File: src/rtl/math_expect_pipe.sv
// Fixed-depth delay line that aligns the expected value with the RP's registered output.
module math_expect_pipe #(
    parameter int WIDTH = 8,
    parameter int DEPTH = 1
) (
    input  logic             clk,
    input  logic             reset,
    input  logic [WIDTH-1:0] din,
    output logic [WIDTH-1:0] dout
);

    logic [WIDTH-1:0] stage [DEPTH];

    // Shift the expected value one stage per clock; reset flushes every stage to zero
    always_ff @(posedge clk) begin
        if (reset) begin
            for (int i = 0; i < DEPTH; i++) begin
                stage[i] <= '0;
            end
        end else begin
            stage[0] <= din;
            for (int i = 1; i < DEPTH; i++) begin
                stage[i] <= stage[i-1];
            end
        end
    end

    assign dout = stage[DEPTH-1];

endmodule

File: config.mk
export PLATFORM = sky130hd
export DESIGN_NAME = math_expect_pipe
export DESIGN_NICKNAME = d
export VERILOG_FILES = /design/src/rtl/math_expect_pipe.sv
export SDC_FILE = /design/constraint.sdc
export NUM_CORES = 1
export LEC_CHECK = 0
export ABC_CLOCK_PERIOD_IN_PS = 800
export BUFFER_PORTS_ARGS = -buffer_cell sky130_fd_sc_hd__buf_2
export CAP_MARGIN = 25
export CORE_AREA = 2 2 39 41
export DETAILED_ROUTE_END_ITERATION = 16
export DIE_AREA = 0 0 41 43
export MAX_ROUTING_LAYER = met4
export PLACE_DENSITY_LB_ADDON = 0.08
export SYNTH_ARGS = -nofsm -noshare
export SYNTH_HDL_FRONTEND = slang
export SYNTH_SLANG_ARGS = --single-unit
File: constraint.sdc
create_clock -name clk -period 0.8 [get_ports clk]
set_clock_uncertainty 0.1 [all_clocks]
set_input_delay 0.08 -clock clk [delete_from_list [all_inputs] [get_ports clk]]
set_output_delay 0.08 -clock clk [all_outputs]
set_load 0.03 [all_outputs]
After elaboration in Yosys (flattened, before gate mapping) --
Memories as Yosys holds them, arrays and structs flattened. Index checks and enable logic that the tools add are counted.
Word-level totals: bits in read-only memories 0, latch bits 0, register bits 0, RAM bits 8, memories kept 1
Cells by class: add/sub/neg operators 0, $lt $le $gt $ge 0, multiply operators 0, shifts and indexed selects 0, equality and inequality tests 0, muxes and demuxes 5, bitwise gates (word level) 0, reductions and logical operators 1, div/mod/pow operators 0
Memories:
- stage | words 1, bits a word 8, read ports 1, clocked after memory_dff 0, wr ports 1, line 12 | logic [WIDTH-1:0] stage [DEPTH];
Operator list (number):
- 8-bit 2-to-1 mux | 1
- 8-bit OR reduction | 1
- 1-bit 2-to-1 mux | 4

Depth between registers and ports, before layout --
Gate-level depths: netlist of run 1.
depth in word-level cells 3, mapped depth 1, mapped depth without buffers 1

Worst setup path after synthesis of run 1 --
Ideal clock, no wire load.
path kind reg-to-output, start memory stage[0][0], end output dout[0], arrival time 459 ps, path buffers 0, data required time 620 ps, setup slack 161 ps, cell stages (with the launch flop) 1, cells stage by stage dfxtp_1
On the way: word-level cells in the longest chain between the ends 1
Ends and longest elaborated chain:
- start: declaration | line 12
- memory read 1 x 8 bit
- end: declaration | line 9 | output logic [WIDTH-1:0] dout
Every way passes these cells.

Final worst setup path of run 1 --
start memory stage[0][1], end output dout[1]
The elaborated chain is that of the path after synthesis.

==> run_results.csv, run 1 <==
group,metric,value,unit
critical_path,path_delay_family,"flip-flops",
detailed_routing,routed_wl,440,µm
logic_synthesis,netlist_area,210,µm²
finish,fillers,147,
placement,dpl_cell_area,315,µm²
finish,final_cell_mix,"buf_2, nor2b_1, buf_6, dfxtp_2, dlygate4sd3_1",
clock_tree,cts_tree,"built",
finish,final_common_cell,"buf_2",
sta,max_freq,1150,MHz
clock_tree,ctsRootBufferMaster,"clkbuf_4",
sta,slew_violations,0,
logic_synthesis,ys_seq_area_share,76.2,%
critical_path,path_class,"reg -> out",
critical_path,cp.required,0.62,ns
sta,slew_headroom,90.4,%
sta,setup_viol,8,
critical_path,cp-end-kind,"output port",
logic_synthesis,netlist_instances,16,
placement,hpwl,339,µm
critical_path,cp_num_buf_inv,1,
run_status,violations,"negative hold slack, negative setup slack",
clock_tree,ctsHoldBuffers,8,
global_route,antenna_found_initial,0,
sta,hold_viol,8,
critical_path,cp_max_fo,1,
detailed_routing,drtAntennaViolNets,0,
power_and_ir_drop,leakagePower,0.240,nW
finish,largestRegisters,"stage x8",
finish,finalNetCount,55,
worst_hold_path,min_path_type,"in -> reg",
run,maxCapViolCount,0,
finish,drive_gt1_share,65.1,%
power_and_ir_drop,p_per_area,1880,mW/mm²
die,fp.dieW,41,µm
finish,final_util,34.4,%
logic_synthesis,syn_nets,26,
finish,syn2layout_area_growth,126,%
sta,setup_ws,-0.0722,ns
critical_path,cp_slowest_cell,"dfxtp_2",
detailed_routing,drt_iter0_markers,1,
placement,place.gp.congestion,0.567,
run_status,status,"finished, violations left",
die,die_h,43,µm
global_route,overflow,0,
critical_path,setup.worst_path.start_class,"register",
die,die_area,0.00176,mm²
clock_tree,cts_setup_buffers,0,
detailed_routing,drtPass1Iterations,2,
critical_path,cp.arrival,0.69,ns
sta,layout_min_cycle_time,0.872,ns
clock_tree,clk_path_buf_depth,2,
logic_synthesis,postSynthAreaPerCell,13.1,µm²
sta,worst_pin_slew,0.144,ns
detailed_routing,viasPerCell,3.61,
finish,max_flop_register,"stage",
critical_path,crit_path_cell_trace,"buf_6",
finish,fin_cells,59,
placement,place_inst,49,
finish,final_cell_area,475,µm²
placement,dp_worst_setup_slack,0.141,ns
global_route,grt_start_max_net_pins,9,
sta,finalHoldWorstSlack,-0.0361,ns
clock_tree,cts.clk_slew.worst_paths,0.05,ns
global_route,grt_pass1_wl,634,µm
logic_synthesis,yosysWarnings,0,
die,io_pins,18,
detailed_routing,detail_route.wl_per_cell,7.46,µm
critical_path,cpPeakStageDelay,0.32,ns
clock_tree,cts_buffers,3,
finish,num_antenna_cells,0,
power_and_ir_drop,ir_worst_vdd,0.655,mV
detailed_routing,dr_total_vias,213,
global_route,grt_use_total,6.60,%
finish,largest_reg_flops,8,
die,core,0.00138,mm²
detailed_routing,drc,0,
clock_tree,clkSinkCount,8,
placement,portBuffers,17,
sta,period_share,109,%
sta,rsz0062_at_grt,"yes",
clock_tree,htreeDepth,1,
die,start_util,15.2,%
global_route,grt_pass1_vias,165,
logic_synthesis,yosys_register_bits,8,
logic_synthesis,post_synth_num_cell_types,2,
die,rows,14,
[power by group]
| part | switching (mW) | internal [mW] | leakage, nW |
|---|---|---|---|
| Clock | 0.132 | 0.171 | 0.0138 |
| Sequential | 0.00889 | 0.425 | 0.0688 |
| Combinational | 0.0660 | 0.0889 | 0.158 |
| Total | 0.207 | 0.685 | 0.240 |
[area by class of cell]
type | instances | area [µm²] | area share [%]
repair buffers | 24 | 213 | 44.7
flip-flops and latches | 8 | 170 | 35.8
multi-input cells | 8 | 50.0 | 10.5
clock buffers | 3 | 22.5 | 4.74
well taps | 16 | 20.0 | 4.21
[path summary, 6_finish.rpt]
| path | from | endpoint | cells after the start |
|---|---|---|---|
| setup / recovery | stage[0][1] | dout[1] | 1 |
| hold / removal | din[2] | stage[0][2] | 2 |
[cells in the mapped netlist]
cell type | n | share of area, %
nor2b_1 | 8 | 24
dfxtp_1 | 8 | 76
[through the flow]
step           total power, mW  setup TNS, ns
5_1_grt                  0.948         -0.759
3_5_place_dp             0.537              0
4_1_cts                  0.917         -0.652
6_report                 0.892         -0.528
2_1_floorplan            0.491              0
3_3_place_gp             0.536              0
[per-layer routing]
| metal | wire length (µm) | up-vias | global-route usage (%) |
|---|---|---|---|
| li1 | - | 103 | - |
| met1 | 148 | 97 | 4.87 |
| met2 | 231 | 11 | 8.75 |
| met3 | 51 | 2 | 3.14 |
| met4 | 8 | 0 | 10.0 |
| met5 | 0 | - | - |
[repair_timing]
item                                    4_1_cts  5_1_grt
endpoints found under the hold margin         8        1
gates cloned                                  0        0
resized for setup                            24        3
endpoints found under the setup margin        8       12
[cell families (layout without fill, tap and decap cells)]
kind of cell	Yosys count	after routing	share of synthesized area, %
simple gates	8	8	23.8
buf+inv	0	27	0
flops	8	8	76.2
Note: power is estimated with default switching activity, not from simulation.
==> inputs of run 2 (changes only) <==
Settings changed: ABC_CLOCK_PERIOD_IN_PS 800 to 900.
Clock period 0.8 ns to 0.9 ns, I/O delays scaled along.
==> run 2 against run 1 <==
Effect of this change: the run now ends clean; design area up 2.6%; global-route usage up 0.31 points; clock power down 12%; combinational power down 8%; sequential cell count unchanged; highest routed layer unchanged.
==> run_results.csv, run 2 (synthesized netlist as in run 1, its figures left out) <==
group,metric,value,unit
worst_hold_path,min-delay-start,"din[1]",
worst_hold_path,min_path_type,"in -> reg",
critical_path,cp-end-kind,"output port",
sta,worst_pin_slew,0.144,ns
die,die_area,0.00176,mm²
global_route,grt_pass1_vias,181,
placement,hpwl,339,µm
finish,multiInputGateArea,50.0,µm²
clock_tree,cts_tree,"built",
global_route,antenna_found_initial,0,
placement,place_inst,49,
die,die_h,43,µm
finish,final_cell_mix,"dlygate4sd3_1, buf_2, nor2b_1, buf_6, dfxtp_2",
power_and_ir_drop,p_per_area,1630,mW/mm²
power_and_ir_drop,leakagePower,0.222,nW
global_route,grt_pass1_wl,676,µm
critical_path,cp.arrival,0.69,ns
clock_tree,clk_path_buf_depth,2,
detailed_routing,drc,0,
run_status,status,"finished, final reports clean",
finish,finalNetCount,57,
finish,syn2layout_area_growth,132,%
critical_path,cp_max_fo,1,
sta,rsz0062_at_grt,"yes",
sta,slew_headroom,90.4,%
die,io_pins,18,
placement,place.gp.congestion,0.567,
finish,largest_reg_flops,8,
detailed_routing,drtAntennaViolNets,0,
detailed_routing,drtPass1Iterations,2,
detailed_routing,dr_total_vias,219,
clock_tree,htreeDepth,1,
critical_path,cp_num_buf_inv,1,
clock_tree,clkSinkCount,8,
detailed_routing,viasPerCell,3.59,
sta,hold_viol,0,
clock_tree,cts.clk_slew.worst_paths,0.05,ns
run,maxCapViolCount,0,
critical_path,path_delay_family,"flip-flops",
global_route,grt_use_total,6.91,%
worst_hold_path,min_to,"stage[0][1]",
critical_path,cp_slowest_cell,"dfxtp_2",
critical_path,cpPeakStageDelay,0.31,ns
critical_path,setup.worst_path.start_class,"register",
finish,num_antenna_cells,0,
critical_path,crit_path_cell_trace,"buf_6",
finish,drive_gt1_share,62.2,%
detailed_routing,detail_route.wl_per_cell,7.57,µm
sta,setup_viol,0,
placement,portBuffers,17,
finish,max_flop_register,"stage",
detailed_routing,drt_iter0_markers,1,
sta,max_freq,1140,MHz
finish,largestRegisters,"stage x8",
die,rows,14,
power_and_ir_drop,power,0.796,mW
finish,fillers,148,
die,start_util,15.2,%
die,core,0.00138,mm²
clock_tree,ctsRootBufferMaster,"clkbuf_4",
critical_path,path_class,"reg -> out",
power_and_ir_drop,ir_worst_vdd,0.582,mV
critical_path,cp.required,0.71,ns
global_route,overflow,0,
sta,layout_min_cycle_time,0.876,ns
sta,slew_violations,0,
clock_tree,cts_setup_buffers,0,
clock_tree,cts_buffers,3,
worst_hold_path,holdPathStages,3,
finish,ff_latch_area,170,µm²
die,fp.dieW,41,µm
sta,period_share,97.3,%
finish,fin_cells,61,
global_route,grt_start_max_net_pins,9,
detailed_routing,routed_wl,462,µm
-- run 2: changes by cell type in the layout (fill, tap and decap cells not counted), sizes merged --
cell / previous run / this run
dlygate4sd3: 4 / 9
dlymetal6s4s: 3 / 0
-- run 2: timing repair --
item,in CTS,in global routing
hold endpoints to repair,8,0
hold buffers,9,0
gates resized for setup,22,2
setup endpoints to repair,8,6
-- run 2: worst max path at each step --
| stage | start | to | slack (ns) | depth (start not counted) |
|---|---|---|---|---|
| after floorplan | stage[0][0] | dout[0] | 0.25 | 0 |
| after global placement | stage[0][7] | dout[7] | 0.24 | 1 |
| after CTS | stage[0][6] | dout[6] | 0.004 | 1 |
| after detailed placement | stage[0][1] | dout[1] | 0.23 | 1 |
| after global routing | stage[0][3] | dout[3] | -0.01 | 1 |
| final | stage[0][7] | dout[7] | 0.02 | 1 |
-- run 2: cell type report --
type / count / area share [%]
Clock buffer: 3 / 4.62
Multi-Input combinational cell: 8 / 10.3
Sequential cell: 8 / 34.9
Tap cell: 16 / 4.10
Timing Repair Buffer: 26 / 46.2
-- run 2: stage by stage --
| stage | worst slack (ns) | hold WS, ns | area, µm² | utilization [%] | TNS [ns] |
|---|---|---|---|---|---|
| floorplan | 0.251 | 0.0616 | 210 | - | 0 |
| global route | -0.00996 | 0.484 | 488 | 35.3 | -0.0429 |
| detailed placement | 0.231 | 0.205 | 315 | 22.8 | 0 |
| finish | 0.0241 | 0.480 | 488 | 35.3 | 0 |
| global placement | 0.237 | 0.199 | 315 | 22.8 | 0 |
| CTS | 0.00384 | 0.466 | 485 | 35.1 | 0 |
-- run 2: where the power goes --
group	internal (mW)	switching [mW]	leakage, nW
clock network	0.152	0.116	0.0138
logic	0.0823	0.0602	0.139
registers	0.377	0.00753	0.0688
total	0.612	0.184	0.222
-- run 2: per-layer routing --
layer,global-route usage (%),up-vias,share of wire (%)
li1,-,107,-
met1,4.87,99,33
met2,9.69,11,54
met3,3.14,2,10
met4,10.0,0,1.7
met5,-,-,0
